<file path="config.mk">
export PLATFORM = sky130hd
export DESIGN_NAME = tdc_readout_sched_flat
export DESIGN_NICKNAME = d
export VERILOG_FILES = /design/src/rtl/tdc_readout_sched_pkg.sv /design/src/rtl/tdc_readout_sched_if.sv /design/src/rtl/tdc_rr_arbiter.sv /design/src/rtl/tdc_readout_sched.sv /design/src/flat_wrapper.sv
export SDC_FILE = /design/constraint.sdc
export NUM_CORES = 1
export LEC_CHECK = 0
export ABC_CLOCK_PERIOD_IN_PS = 3600
export BUFFER_PORTS_ARGS = -buffer_cell sky130_fd_sc_hd__buf_4
export CORE_UTILIZATION = 55
export CTS_CLUSTER_DIAMETER = 80
export DETAILED_ROUTE_END_ITERATION = 16
export GPL_ROUTABILITY_DRIVEN = 0
export PLACE_DENSITY = 0.83
export SYNTH_ARGS = -nofsm -noshare
export SYNTH_HDL_FRONTEND = slang
export SYNTH_SLANG_ARGS = --single-unit
</file>
<file path="constraint.sdc">
create_clock -name clk0 -period 3.6 [get_ports clk0]
set_input_delay 0.54 -clock clk0 [delete_from_list [all_inputs] [get_ports clk0]]
set_output_delay 0.54 -clock clk0 [all_outputs]
set_load 0.02 [all_outputs]
</file>
<file path="src/rtl/tdc_readout_sched_pkg.sv">
// Shared constants, scheduler state encoding and index helper for the TDC readout scheduler.
package tdc_readout_sched_pkg;

    localparam int unsigned DIG_OUT     = 12;
    localparam int unsigned TMO_CYC_DEF = 4096;
    localparam int unsigned TMO_W_DEF   = 13;

    typedef enum logic {
        SCHED_IDLE    = 1'b0,
        SCHED_PRESENT = 1'b1
    } sched_state_e;

    // Modular channel index: (base + off) mod n, valid for base < n and off <= n.
    function automatic int unsigned wrap_add(input int unsigned base,
                                             input int unsigned off,
                                             input int unsigned n);
        int unsigned s;
        s = base + off;
        return (s >= n) ? s - n : s;
    endfunction

endpackage

</file>
<file path="src/rtl/tdc_readout_sched_if.sv">
// Result stream from the readout scheduler: word, source channel, valid/ready handshake.
interface tdc_readout_sched_if #(
    parameter int unsigned W    = tdc_readout_sched_pkg::DIG_OUT,
    parameter int unsigned CH_W = 2
);
    logic [W-1:0]    oData;
    logic [CH_W-1:0] oCh;
    logic            oValid;
    logic            iReady;

    modport master (output oData, output oCh, output oValid, input iReady);
    modport slave  (input oData, input oCh, input oValid, output iReady);
endinterface

</file>
<file path="src/rtl/tdc_rr_arbiter.sv">
// Combinational round-robin pick: first requesting channel strictly after ptr, wrapping.
module tdc_rr_arbiter
    import tdc_readout_sched_pkg::*;
#(
    parameter  int unsigned N_CH = 4,
    localparam int unsigned CH_W = $clog2(N_CH)
) (
    input  logic [N_CH-1:0] req,
    input  logic [CH_W-1:0] ptr,
    output logic [CH_W-1:0] grant_c,
    output logic            any_c
);

    int unsigned idx;

    // Walk from farthest to nearest offset so the nearest requester is written last.
    always_comb begin
        grant_c = '0;
        any_c   = 1'b0;
        idx     = 0;
        for (int unsigned k = N_CH; k > 0; k--) begin
            idx = wrap_add(32'(ptr), k, N_CH);
            if (req[CH_W'(idx)]) begin
                grant_c = CH_W'(idx);
                any_c   = 1'b1;
            end
        end
    end

endmodule

</file>
<file path="src/rtl/tdc_readout_sched.sv">
// Readout scheduler: arms N_CH TDCs, holds one result per channel, drains them round-robin.
// Optional per-channel watchdog enabled by defining TDC_TIMEOUT_EN.
module tdc_readout_sched
    import tdc_readout_sched_pkg::*;
#(
    parameter  int unsigned N_CH    = 4,
    parameter  int unsigned W       = DIG_OUT,
    parameter  int unsigned TMO_CYC = TMO_CYC_DEF,
    parameter  int unsigned TMO_W   = TMO_W_DEF,
    localparam int unsigned CH_W    = $clog2(N_CH)
) (
    input  logic                clk0,
    input  logic                iRst,
    input  logic                iEnable,
    input  logic [N_CH-1:0]     iDone,
    input  logic [N_CH*W-1:0]   iTDC,
    input  logic [N_CH-1:0]     iBusy,
    output logic [N_CH-1:0]     oArm,
    output logic [N_CH-1:0]     oChRst,
    output logic [N_CH-1:0]     oOvf,
    input  logic                iClrOvf,
    output logic [N_CH-1:0]     oTmo,
    tdc_readout_sched_if.master rd
);

    sched_state_e    state, state_n;
    logic [N_CH-1:0] full, full_n, consume, drop, tmo_fire;
    logic [W-1:0]    slot [N_CH];
    logic [CH_W-1:0] ptr, grant_c;
    logic            any_c, load, accept;

    tdc_rr_arbiter #(.N_CH(N_CH)) u_arb (
        .req     (full),
        .ptr     (ptr),
        .grant_c (grant_c),
        .any_c   (any_c)
    );

    always_ff @(posedge clk0 or posedge iRst) begin
        if (iRst) state <= SCHED_IDLE;
        else      state <= state_n;
    end

    always_comb begin
        state_n = state;
        load    = 1'b0;
        accept  = 1'b0;
        case (state)
            SCHED_IDLE: begin
                if (any_c) begin
                    load    = 1'b1;
                    state_n = SCHED_PRESENT;
                end
            end
            SCHED_PRESENT: begin
                if (rd.oValid && rd.iReady) begin
                    accept  = 1'b1;
                    state_n = SCHED_IDLE;
                end
            end
            default: state_n = SCHED_IDLE;
        endcase
    end

    // A refill landing on the cycle the slot is consumed is kept, not dropped.
    always_comb begin
        consume = '0;
        drop    = '0;
        full_n  = '0;
        for (int i = 0; i < N_CH; i++) begin
            consume[i] = accept && (rd.oCh == CH_W'(i));
            drop[i]    = iDone[i] && full[i] && !consume[i];
            full_n[i]  = (full[i] && !consume[i]) || iDone[i];
        end
    end

    always_ff @(posedge clk0 or posedge iRst) begin
        if (iRst) begin
            full      <= '0;
            oArm      <= '0;
            oOvf      <= '0;
            ptr       <= CH_W'(N_CH - 1);
            rd.oValid <= 1'b0;
            rd.oData  <= '0;
            rd.oCh    <= '0;
            for (int i = 0; i < N_CH; i++) slot[i] <= '0;
        end else begin
            full <= full_n;
            for (int i = 0; i < N_CH; i++) begin
                if (iDone[i] && !drop[i]) slot[i] <= iTDC[i*W +: W];
            end
            oArm <= {N_CH{iEnable}} & ~full_n & ~tmo_fire;
            oOvf <= (iClrOvf ? '0 : oOvf) | drop;
            if (load) begin
                rd.oData  <= slot[grant_c];
                rd.oCh    <= grant_c;
                rd.oValid <= 1'b1;
            end else if (accept) begin
                rd.oValid <= 1'b0;
                ptr       <= rd.oCh;
            end
        end
    end

`ifdef TDC_TIMEOUT_EN
    logic [TMO_W-1:0] wd_cnt [N_CH];

    // Watchdog only runs while the channel is armed and its hit-enabler reports a measurement.
    always_comb begin
        tmo_fire = '0;
        for (int i = 0; i < N_CH; i++) begin
            tmo_fire[i] = oArm[i] && iBusy[i] && !iDone[i] &&
                          (wd_cnt[i] == TMO_W'(TMO_CYC - 1));
        end
    end

    always_ff @(posedge clk0 or posedge iRst) begin
        if (iRst) begin
            for (int i = 0; i < N_CH; i++) wd_cnt[i] <= '0;
        end else begin
            for (int i = 0; i < N_CH; i++) begin
                if (iDone[i] || !iBusy[i] || tmo_fire[i]) wd_cnt[i] <= '0;
                else if (oArm[i])                         wd_cnt[i] <= wd_cnt[i] + TMO_W'(1);
            end
        end
    end
`else
    logic unused_cfg;

    assign tmo_fire   = '0;
    assign unused_cfg = ^{iBusy, 32'(TMO_CYC), 32'(TMO_W)};
`endif

    always_ff @(posedge clk0 or posedge iRst) begin
        if (iRst) begin
            oChRst <= '0;
            oTmo   <= '0;
        end else begin
            oChRst <= tmo_fire;
            oTmo   <= (iClrOvf ? '0 : oTmo) | tmo_fire;
        end
    end

endmodule

</file>
<file path="src/flat_wrapper.sv">
// flat-port wrapper written by rule: the top's interface ports become plain ports
module tdc_readout_sched_flat import tdc_readout_sched_pkg::*;
#(
    parameter  int unsigned N_CH    = 4,
    parameter  int unsigned W       = DIG_OUT,
    parameter  int unsigned TMO_CYC = TMO_CYC_DEF,
    parameter  int unsigned TMO_W   = TMO_W_DEF,
    localparam int unsigned CH_W    = $clog2(N_CH)
)
  (clk0, iRst, iEnable, iDone, iTDC, iBusy, oArm, oChRst, oOvf, iClrOvf, oTmo, rd_oData, rd_oCh, rd_oValid, rd_iReady);
  tdc_readout_sched_if #(.W(W), .CH_W((2))) rd_i ();
  input  logic clk0;
  input  logic iRst;
  input  logic iEnable;
  input  logic [N_CH-1:0] iDone;
  input  logic [N_CH*W-1:0] iTDC;
  input  logic [N_CH-1:0] iBusy;
  output logic [N_CH-1:0] oArm;
  output logic [N_CH-1:0] oChRst;
  output logic [N_CH-1:0] oOvf;
  input  logic iClrOvf;
  output logic [N_CH-1:0] oTmo;
  output wire logic [$bits(rd_i.oData)-1:0] rd_oData;
  output wire logic [$bits(rd_i.oCh)-1:0] rd_oCh;
  output wire logic [$bits(rd_i.oValid)-1:0] rd_oValid;
  input wire logic [$bits(rd_i.iReady)-1:0] rd_iReady;
  assign rd_oData = rd_i.oData;
  assign rd_oCh = rd_i.oCh;
  assign rd_oValid = rd_i.oValid;
  assign rd_i.iReady = rd_iReady;
  tdc_readout_sched #(.N_CH(N_CH), .W(W), .TMO_CYC(TMO_CYC), .TMO_W(TMO_W)) u_core (.clk0(clk0), .iRst(iRst), .iEnable(iEnable), .iDone(iDone), .iTDC(iTDC), .iBusy(iBusy), .oArm(oArm), .oChRst(oChRst), .oOvf(oOvf), .iClrOvf(iClrOvf), .oTmo(oTmo), .rd(rd_i));
endmodule
</file>
[Word level (Yosys, flattened, before mapping)]
Cells that the tools add are included.
Operators by class
  add/sub/neg operators: 8
  magnitude comparators: 9
  equality and inequality tests: 3
  muxes and demuxes: 32
  bitwise operators: 6
  reductions and logical operators: 36
Operators by type and width (number)
  12-bit binary-select mux with 2-bit select: 1
  12-bit two-way mux: 2
  1-bit logical AND: 21
  2-bit two-way mux: 8
  1-bit two-way mux: 15
  3-bit greater-or-equal comparator, second input constant: 4
  2-bit by 3-bit < comparator with 1-bit output, second input constant: 4
  1-bit binary-select mux with 2-bit select: 4
  1-bit zero test: 8
  2-bit by 1-bit subtractor with 2-bit output, second input constant: 4
  2-bit by 2-bit adder with 3-bit output, second input constant: 2
  2-bit by 3-bit adder with 4-bit output, second input constant: 1
  4-bit bitwise AND: 1
  2-bit equality test, second input constant: 2
  4-bit by 3-bit greater-or-equal comparator with 1-bit output, second input constant: 1
  1-bit logical OR: 4
  4-bit two-way mux: 1
  4-bit inverter: 1
  4-bit bitwise OR: 1
  2-bit by 1-bit adder with 3-bit output, second input constant: 1
  2-bit inverter with 3-bit output: 1
  2-bit by 1-bit equality test with 1-bit output, second input constant: 1
  2-bit zero test: 1
  1-bit inverter: 2
  3 further kinds: 3
Word-level totals
  flip-flop bits (word level): 78
  input bits: 61
  output and inout port bits: 31
  logic and storage cells: 106

[Longest topological paths before layout]
Gate-level depths: netlist of run 1.
  depth in word-level cells: 13
  gate-level depth with buffers: 6
  gate-level depth less buffers: 5

[Hierarchy]
From an unflattened synthesis of run 1, not the netlist that was laid out.
Second synthesis, totals
  cells, all modules: 257
  area, all modules: 3410.8 um^2
Modules (own cells, without submodules)
  tdc_readout_sched: times used 1, cells an instance 243, area an instance 3319.4 um^2, sequential area each 1954.4 um^2
  tdc_rr_arbiter: times used 1, cells an instance 14, area an instance 91.3 um^2, sequential area each 0.0 um^2

[Worst setup path after synthesis of run 1]
No wires, ideal clock.
  kind: register -> register
  start point: register u_core.rd.oValid
  end point: register u_core.slot[0] (netlist bit)
  library setup time: 0.125 ns
  data arrival time: 1.591 ns
  required time: 3.475 ns
  slack: 1.884 ns
  stages on the path, launching flop included: 6
  path buffers: 1
  clock period less this slack: 1.716 ns
  cells stage by stage: dfrtp_1 > and3_1 > a31oi_1 > nand2b_4 > buf_4 > mux2_2
On the way
  word-level cells in the longest chain between the ends: 8
RTL lines
  start, declared: RTL line tdc_readout_sched_if.sv:11  | modport master (output oData, output oCh, output oValid, input iReady);
  start signal, assigned: RTL line tdc_readout_sched.sv:83  | rd.oValid <= 1'b0;
  start signal, assigned: RTL line tdc_readout_sched.sv:97  | rd.oValid <= 1'b1;
  start signal, assigned: RTL line tdc_readout_sched.sv:99  | rd.oValid <= 1'b0;
  1-bit logical AND: RTL line tdc_readout_sched.sv:56  | if (rd.oValid && rd.iReady) begin
  1-bit two-way mux: RTL line tdc_readout_sched.sv:56
  1-bit two-way mux: RTL line tdc_readout_sched.sv:48  | case (state)
  1-bit logical AND: RTL line tdc_readout_sched.sv:71  | consume[i] = accept && (rd.oCh == CH_W'(i));
  1-bit zero test: RTL line tdc_readout_sched.sv:72  | drop[i] = iDone[i] && full[i] && !consume[i];
  1-bit logical AND: RTL line tdc_readout_sched.sv:72
  1-bit zero test: RTL line tdc_readout_sched.sv:90  | if (iDone[i] && !drop[i]) slot[i] <= iTDC[i*W +: W];
  1-bit logical AND: RTL line tdc_readout_sched.sv:90
  end signal, assigned by index: RTL line tdc_readout_sched.sv:90
  end, declared: RTL line tdc_readout_sched.sv:28  | logic [W-1:0] slot [N_CH];
No other way between the ends.
A chain may end at the register's enable or synchronous reset.

[Worst setup path in the final report of run 1]
  start point: register u_core.full[3]
  end point: register u_core.rd.oData[9]
On the way
  word-level cells in the longest chain between the ends: 10
RTL lines
  start, declared: RTL line tdc_readout_sched.sv:27  | logic [N_CH-1:0] full, full_n, consume, drop, tmo_fire;
  start signal, assigned: RTL line tdc_readout_sched.sv:88  | full <= full_n;
  1-bit binary-select mux with 2-bit select: RTL line tdc_rr_arbiter.sv:23  | if (req[CH_W'(idx)]) begin
  1-bit two-way mux (not written as such): RTL line tdc_rr_arbiter.sv:23
  2-bit two-way mux (4 in a row): RTL line tdc_rr_arbiter.sv:23
  2-bit inverter with 3-bit output (not written as such): RTL line tdc_readout_sched.sv:95  | rd.oData <= slot[grant_c];
  12-bit binary-select mux with 2-bit select: RTL line tdc_readout_sched.sv:95
  12-bit two-way mux (not written as such) (2 in a row): RTL line tdc_readout_sched.sv:95
  end signal, assigned: RTL line tdc_readout_sched.sv:95
  end, declared: RTL line tdc_readout_sched_if.sv:11
Parallel ways exist; a longest one is shown, timed or not. The select of a mux whose other input is x is not followed.

==> summary.txt, run 1 <==
Run status
  • Outcome: completed

STA
  • Setup Skew: 5.57 ps
  • Worst slew margin: 50.5%
  • TNS Setup: 0 ps
  • Period utilisation layout: 61.2%
  • Final hold violation count: 0
  • RSZ-0062 raised after global routing: no
  • Worst-Margin Slew: 739 ps
  • Slew Limit Fails: 0
  • Final worst slack: 1400 ps
  • Setup-failing EPs final: 0
  • Max Fclk: 454 MHz
  • Min Tclk post-route: 2200 ps

Die
  • Top-level I/O count: 92
  • Die height: 80.5 um
  • Row count: 28
  • Initial core utilization: 57.3%
  • Die Area: 6480 um2
  • Core ar.: 5920 um2
  • Die width: 80.5 um

Layout
  • Fraction of layout cells with a size suffix above 1: 43.5%
  • N_diodes: 0
  • Final nets: 403
  • Fill cells: 426
  • Most common cell after layout, fill and taps aside: buf_4
  • Final Cell Area: 4210 um2
  • Area growth from synthesis to layout: 24.2%
  • Commonest cells after routing, fill and taps aside: buf_4, dfrtp_1, mux2_2

Clock network
  • CTS Hold Bufs: 0
  • Clk sink count: 78
  • CTS tree: done
  • Post-CTS Resized: 0
  • Clock Tree Root: clkbuf_8
  • Total CTS buffers: 9
  • # H-tree levels: 3
  • Clock latency on the worst-skew pair: 350 ps
  • CTS clock-pin slew for the worst setup and hold paths: 80 ps
  • Post-CTS setup buffer count: 0
  • Clock tree buffer depth: 2

Placed design
  • Dpl cell area: 3990 um2
  • IO buf count: 79
  • Pre-CTS WS: 1390 ps
  • Half-perimeter wire length after placement: 4.93 mm

Global routing
  • GRT overflow: 0
  • Number of global-route vias before repair: 2,374
  • Tot GR Track Use: 24.8%
  • First-pass GRT wire length: 11.7 mm
  • Pin count of the biggest net entering global routing: 42
  • Initial antenna violation count: 0

Critical path
  • CP Buf/Inv Count: 2
  • Crit path launch type: flip-flop
  • Largest stage delay on the critical path: 600 ps
  • CP Class: flip-flop to flip-flop
  • Worst path arrival time: 2410 ps
  • Crit end category: flip-flop
  • Cell breakdown of the critical path: inv_2 -> o21a_1 -> o211ai_4 -> buf_4 -> mux2i_1 -> o221ai_1
  • Crit Path Max Fanout: 15
  • Req. time, crit path: 3810 ps
  • Top cell family by delay on the critical path: compound AO/OA/AOI/OAI gates
  • Slowest-stage cell, CP: o211ai_4

Logic synthesis
  • Share of the synthesized area in the top cell type: 56.1%
  • Synth area leader: dfrtp_1
  • Sequential area share after synthesis: 57.6%
  • Synth Instances: 260
  • Ys async rst share: 100%
  • Main synth FF type: dfrtp_1
  • #FFs+latches synth: 78
  • Synth top area cells: dfrtp_1, mux2_2, mux2i_1
  • Library cells used by synthesis: 34
  • Yosys warnings: 0
  • Netlist Area Pre-Place: 3390 um2
  • Number of flops mapped to enable cells by yosys: 0
  • Syn_area_per_cell: 13.0 um2

Power
  • Switch Pwr: 1060 uW
  • Internal power: 2220 uW
  • Logic pwr share: 33.8%
  • PD cells: 779 nW/um2
  • Worst VDD drop: 0.523 mV
  • Leak: 0.00212 uW
  • Sequential share of power: 44.0%
  • Switching Fraction: 32.3%
  • Clock network power share: 22.1%

Routing
  • Drt wl/cell: 17.1 um
  • Routed via count: 2,293
  • Drt initial violations: 153
  • DR vias/cell: 5.43
  • Drt drc: 0
  • Post-route ant nets: 0
  • Post-Route WL: 7.22 mm
  • DRT Pass-1 Iters: 6

Run
  • Max-cap violation count: 0

Min path
  • Hold crit path type: primary input to async pin
==> area by class of cell <==
class	count	area (um2)	share of cell area, %
sequential	78	1950	46.4
multi-input combinational	163	1300	30.8
timing repair buffer	81	608	14.4
clock buffer	10	138	3.27
tap	75	93.8	2.23
clock inverter	6	85.1	2.02
inverter	9	35.0	0.832
==> final timing paths <==
path	startpoint	end	slack, ps	cells past startpoint
max	u_core.full[3]	u_core.rd.oData[9]	1400	6
min	iRst	u_core.slot[47]	280	2
max reg2reg	u_core.full[3]	u_core.rd.oData[9]	1400	6
min reg2reg	u_core.ptr[0]	u_core.ptr[0]	470	2
max in group asynchronous	iRst	u_core.ptr[1]	2370	3
min in group clk0	iTDC[8]	u_core.slot[44]	400	2
==> metrics by stage <==
| stage | power [uW] | std cells | hold slack, ps | utilization (%) |
|---|---|---|---|---|
| after floorplan | 2250 | 267 | 444 | - |
| after global placement | 2510 | 406 | 457 | 67.4 |
| after detailed placement | 2570 | 406 | 460 | 67.4 |
| after CTS | 3300 | 422 | 303 | 71.2 |
| after global routing | 3460 | 422 | 334 | 71.2 |
| final | 3280 | 422 | 279 | 71.2 |
==> power by group through the flow <==
stage / combinational [uW] / sequential (uW) / clock, uW
floorplan: 765 / 1480 / 0
global placement: 1080 / 1430 / 0
detailed placement: 1110 / 1450 / 0
CTS: 1120 / 1440 / 732
global route: 1200 / 1490 / 768
finish: 1110 / 1440 / 726
==> state kept, by name, indices dropped and copies added, names as in the netlist <==
signal            flops
u_core.oArm           4
u_core.state          1
u_core.ptr            2
u_core.rd.oValid      1
u_core.rd.oCh         2
u_core.full           4
u_core.oOvf           4
u_core.rd.oData      12
u_core.slot          48
==> Yosys cell counts, types with 3 or more instances <==
library cell,number
o221ai_1,12
o22ai_1,3
mux2_1,6
o21ai_0,3
mux2i_1,24
clkbuf_1,3
nor2_1,12
a21oi_1,3
inv_1,8
dfrtp_1,76
mux2_2,38
nand2_1,30
nand2b_1,5
buf_4,9
mux2_4,4
==> routing by layer <==
metal / GRT usage (%) / wire length, um / part of all wire (%) / up-vias
met5: 0 / 0 / 0 / -
met1: 32.4 / 3070 / 42 / 1149
met2: 38.7 / 3520 / 49 / 71
met3: 7.61 / 468 / 6.5 / 15
li1: - / - / - / 1058
met4: 9.82 / 169 / 2.3 / 0
==> logic make-up (layout without fill, tap and decap cells) <==
family	after synthesis	count (layout)	share of synthesized area [%]
AOI/OAI and AO/OA	28	28	6.57
buffers and inverters	26	106	4.83
DFF	78	78	57.6
muxes	72	72	23.5
other	1	8	0.111
and+or+nand+nor	55	55	7.38
(Power assumes the default switching activity.)
==> inputs of run 2 (changes only) <==
--- a/config.mk
+++ b/config.mk
@@ -5,13 +5,13 @@
 export SDC_FILE = /design/constraint.sdc
 export NUM_CORES = 1
 export LEC_CHECK = 0
-export ABC_CLOCK_PERIOD_IN_PS = 3600
+export ABC_CLOCK_PERIOD_IN_PS = 2200
 export BUFFER_PORTS_ARGS = -buffer_cell sky130_fd_sc_hd__buf_4
-export CORE_UTILIZATION = 55
+export CORE_UTILIZATION = 52
 export CTS_CLUSTER_DIAMETER = 80
 export DETAILED_ROUTE_END_ITERATION = 16
 export GPL_ROUTABILITY_DRIVEN = 0
-export PLACE_DENSITY = 0.83
+export PLACE_DENSITY = 0.79
 export SYNTH_ARGS = -nofsm -noshare
 export SYNTH_HDL_FRONTEND = slang
 export SYNTH_SLANG_ARGS = --single-unit
==> constraint.sdc (replaced) <==
create_clock -name clk0 -period 2.2 [get_ports clk0]
set_input_delay 0.33 -clock clk0 [delete_from_list [all_inputs] [get_ports clk0]]
set_output_delay 0.33 -clock clk0 [all_outputs]
set_load 0.02 [all_outputs]
==> summary.txt, run 2 (synthesis gave the netlist of run 1 again) <==
Critical path
  • CP Class: flip-flop to flip-flop
  • Crit path launch type: flip-flop
  • FF-to-FF setup slack: 370 ps
  • Reg2reg end: u_core.slot[15]
  • Worst reg2reg startpoint: u_core.state
  • Crit end category: flip-flop
  • Register-to-Register Path Depth: 5
  • Worst path arrival time: 2080 ps
  • Req. time, crit path: 2450 ps
  • Crit Path Max Fanout: 12

STA
  • Setup-failing EPs final: 0
  • Worst-Margin Slew: 607 ps
  • Final hold violation count: 0
  • Max Fclk: 546 MHz
  • Min Tclk post-route: 1830 ps
  • RSZ-0062 raised after global routing: no
  • Setup Skew: 3.38 ps
  • TNS Setup: 0 ps
  • Worst slew margin: 59.6%
  • Slew Limit Fails: 0
  • Period utilisation layout: 83.3%
  • Final hold slack: 80.7 ps

Layout
  • Area growth from synthesis to layout: 26.0%
  • Fill cells: 484
  • Most common cell after layout, fill and taps aside: buf_4
  • Register name with the most flops: u_core.slot
  • Fraction of layout cells with a size suffix above 1: 43.6%
  • Register cell area after layout: 1950 um2
  • Multi-input logic area: 1300 um2
  • Commonest cells after routing, fill and taps aside: buf_4, dfrtp_1, mux2_2
  • N_diodes: 0
  • Biggest regs: u_core.slot: 48 flops, u_core.rd.oData: 12 flops
  • Largest register FFs: 48
  • Final nets: 405
  • Finished Layout Cells: 426

Routing
  • Drt wl/cell: 16.9 um
  • Post-route ant nets: 0
  • DRT Pass-1 Iters: 4
  • Drt initial violations: 115
  • Routed via count: 2,276
  • Post-Route WL: 7.18 mm
  • Drt drc: 0
  • DR vias/cell: 5.34

Power
  • Leak: 0.00214 uW
  • Logic pwr share: 34.0%
  • PD cells: 1290 nW/um2
  • Switching Fraction: 31.7%
  • Sequential share of power: 42.9%
  • Internal power: 3760 uW
  • Worst VDD drop: 0.962 mV
  • Clock network power share: 23.2%
  • Switch Pwr: 1750 uW

Clock network
  • Clock tree buffer depth: 2
  • Clock Tree Root: clkbuf_8
  • CTS tree: done
  • Clk sink count: 78
  • CTS clock-pin slew for the worst setup and hold paths: 80 ps
  • Post-CTS Resized: 0
  • # H-tree levels: 3
  • Post-CTS setup buffer count: 0
  • CTS Hold Bufs: 0
  • Total CTS buffers: 9
  • Clock latency on the worst-skew pair: 360 ps

Die
  • Die height: 82.8 um
  • Top-level I/O count: 92
  • Die width: 82.8 um
  • Row count: 29
  • Die Area: 6850 um2
  • Initial core utilization: 53.7%
  • Core ar.: 6310 um2

Global routing
  • Number of global-route vias before repair: 2,252
  • GRT overflow: 0
  • Initial antenna violation count: 0
  • Tot GR Track Use: 23.2%
  • First-pass GRT wire length: 11.0 mm
  • Pin count of the biggest net entering global routing: 79

Placed design
  • Half-perimeter wire length after placement: 4.89 mm
  • Dpl cells: 410
  • IO buf count: 79

Run
  • Max-cap violation count: 0

Run status
  • Outcome: completed

Min path
  • Hold crit path type: primary input to async pin
-- run 2: worst max-delay path by stage --
stage	to	startpoint	cells after the start	slack (ps)
floorplan	u_core.slot[0]	u_core.rd.oValid	5	480
global placement	u_core.slot[21]	u_core.state	5	460
detailed placement	u_core.slot[15]	u_core.state	5	400
CTS	u_core.slot[14]	u_core.state	5	380
global route	u_core.slot[21]	u_core.state	5	260
finish	u_core.slot[15]	u_core.state	5	370
-- run 2: final cells by class --
type / count / share of cell area (%)
clock buffer: 10 / 2.99
clock inverter: 6 / 2.58
inverter: 9 / 0.878
multi-input combinational: 163 / 30.4
sequential: 78 / 45.7
tap: 77 / 2.25
timing repair buffer: 83 / 15.2
-- run 2: critical path, stage by stage, from the launching register on --
cell,delay [ps]
dfrtp_1,440
and3_1,290
nand2_1,110
o21ai_2,190
nand2_2,290
mux2_4,380
-- run 2: stage by stage --
step	power (uW)	instance area (um2)	setup slack [ps]	util (%)
2_1_floorplan	3680	3420	484	-
3_3_place_gp	4180	4040	456	63.9
3_5_place_dp	4260	4040	402	63.9
4_1_cts	5550	4270	381	67.7
5_1_grt	5810	4270	257	67.7
6_report	5500	4270	368	67.7
-- run 2: power by group through the flow --
stage / clock network, uW / registers (uW) / logic, uW
2_1_floorplan: 0 / 2430 / 1250
3_3_place_gp: 0 / 2350 / 1830
3_5_place_dp: 0 / 2380 / 1880
4_1_cts: 1300 / 2360 / 1890
5_1_grt: 1350 / 2420 / 2030
6_report: 1270 / 2360 / 1870
-- run 2: per-layer routing --
layer  part of all wire, %  vias to the layer above  global-route usage (%)
met4                   1.6                        0                    10.3
met2                    50                       58                    36.7
met1                    43                     1145                    29.6
li1                      -                     1064                       -
met5                     0                        -                       0
met3                   5.3                        9                    6.59
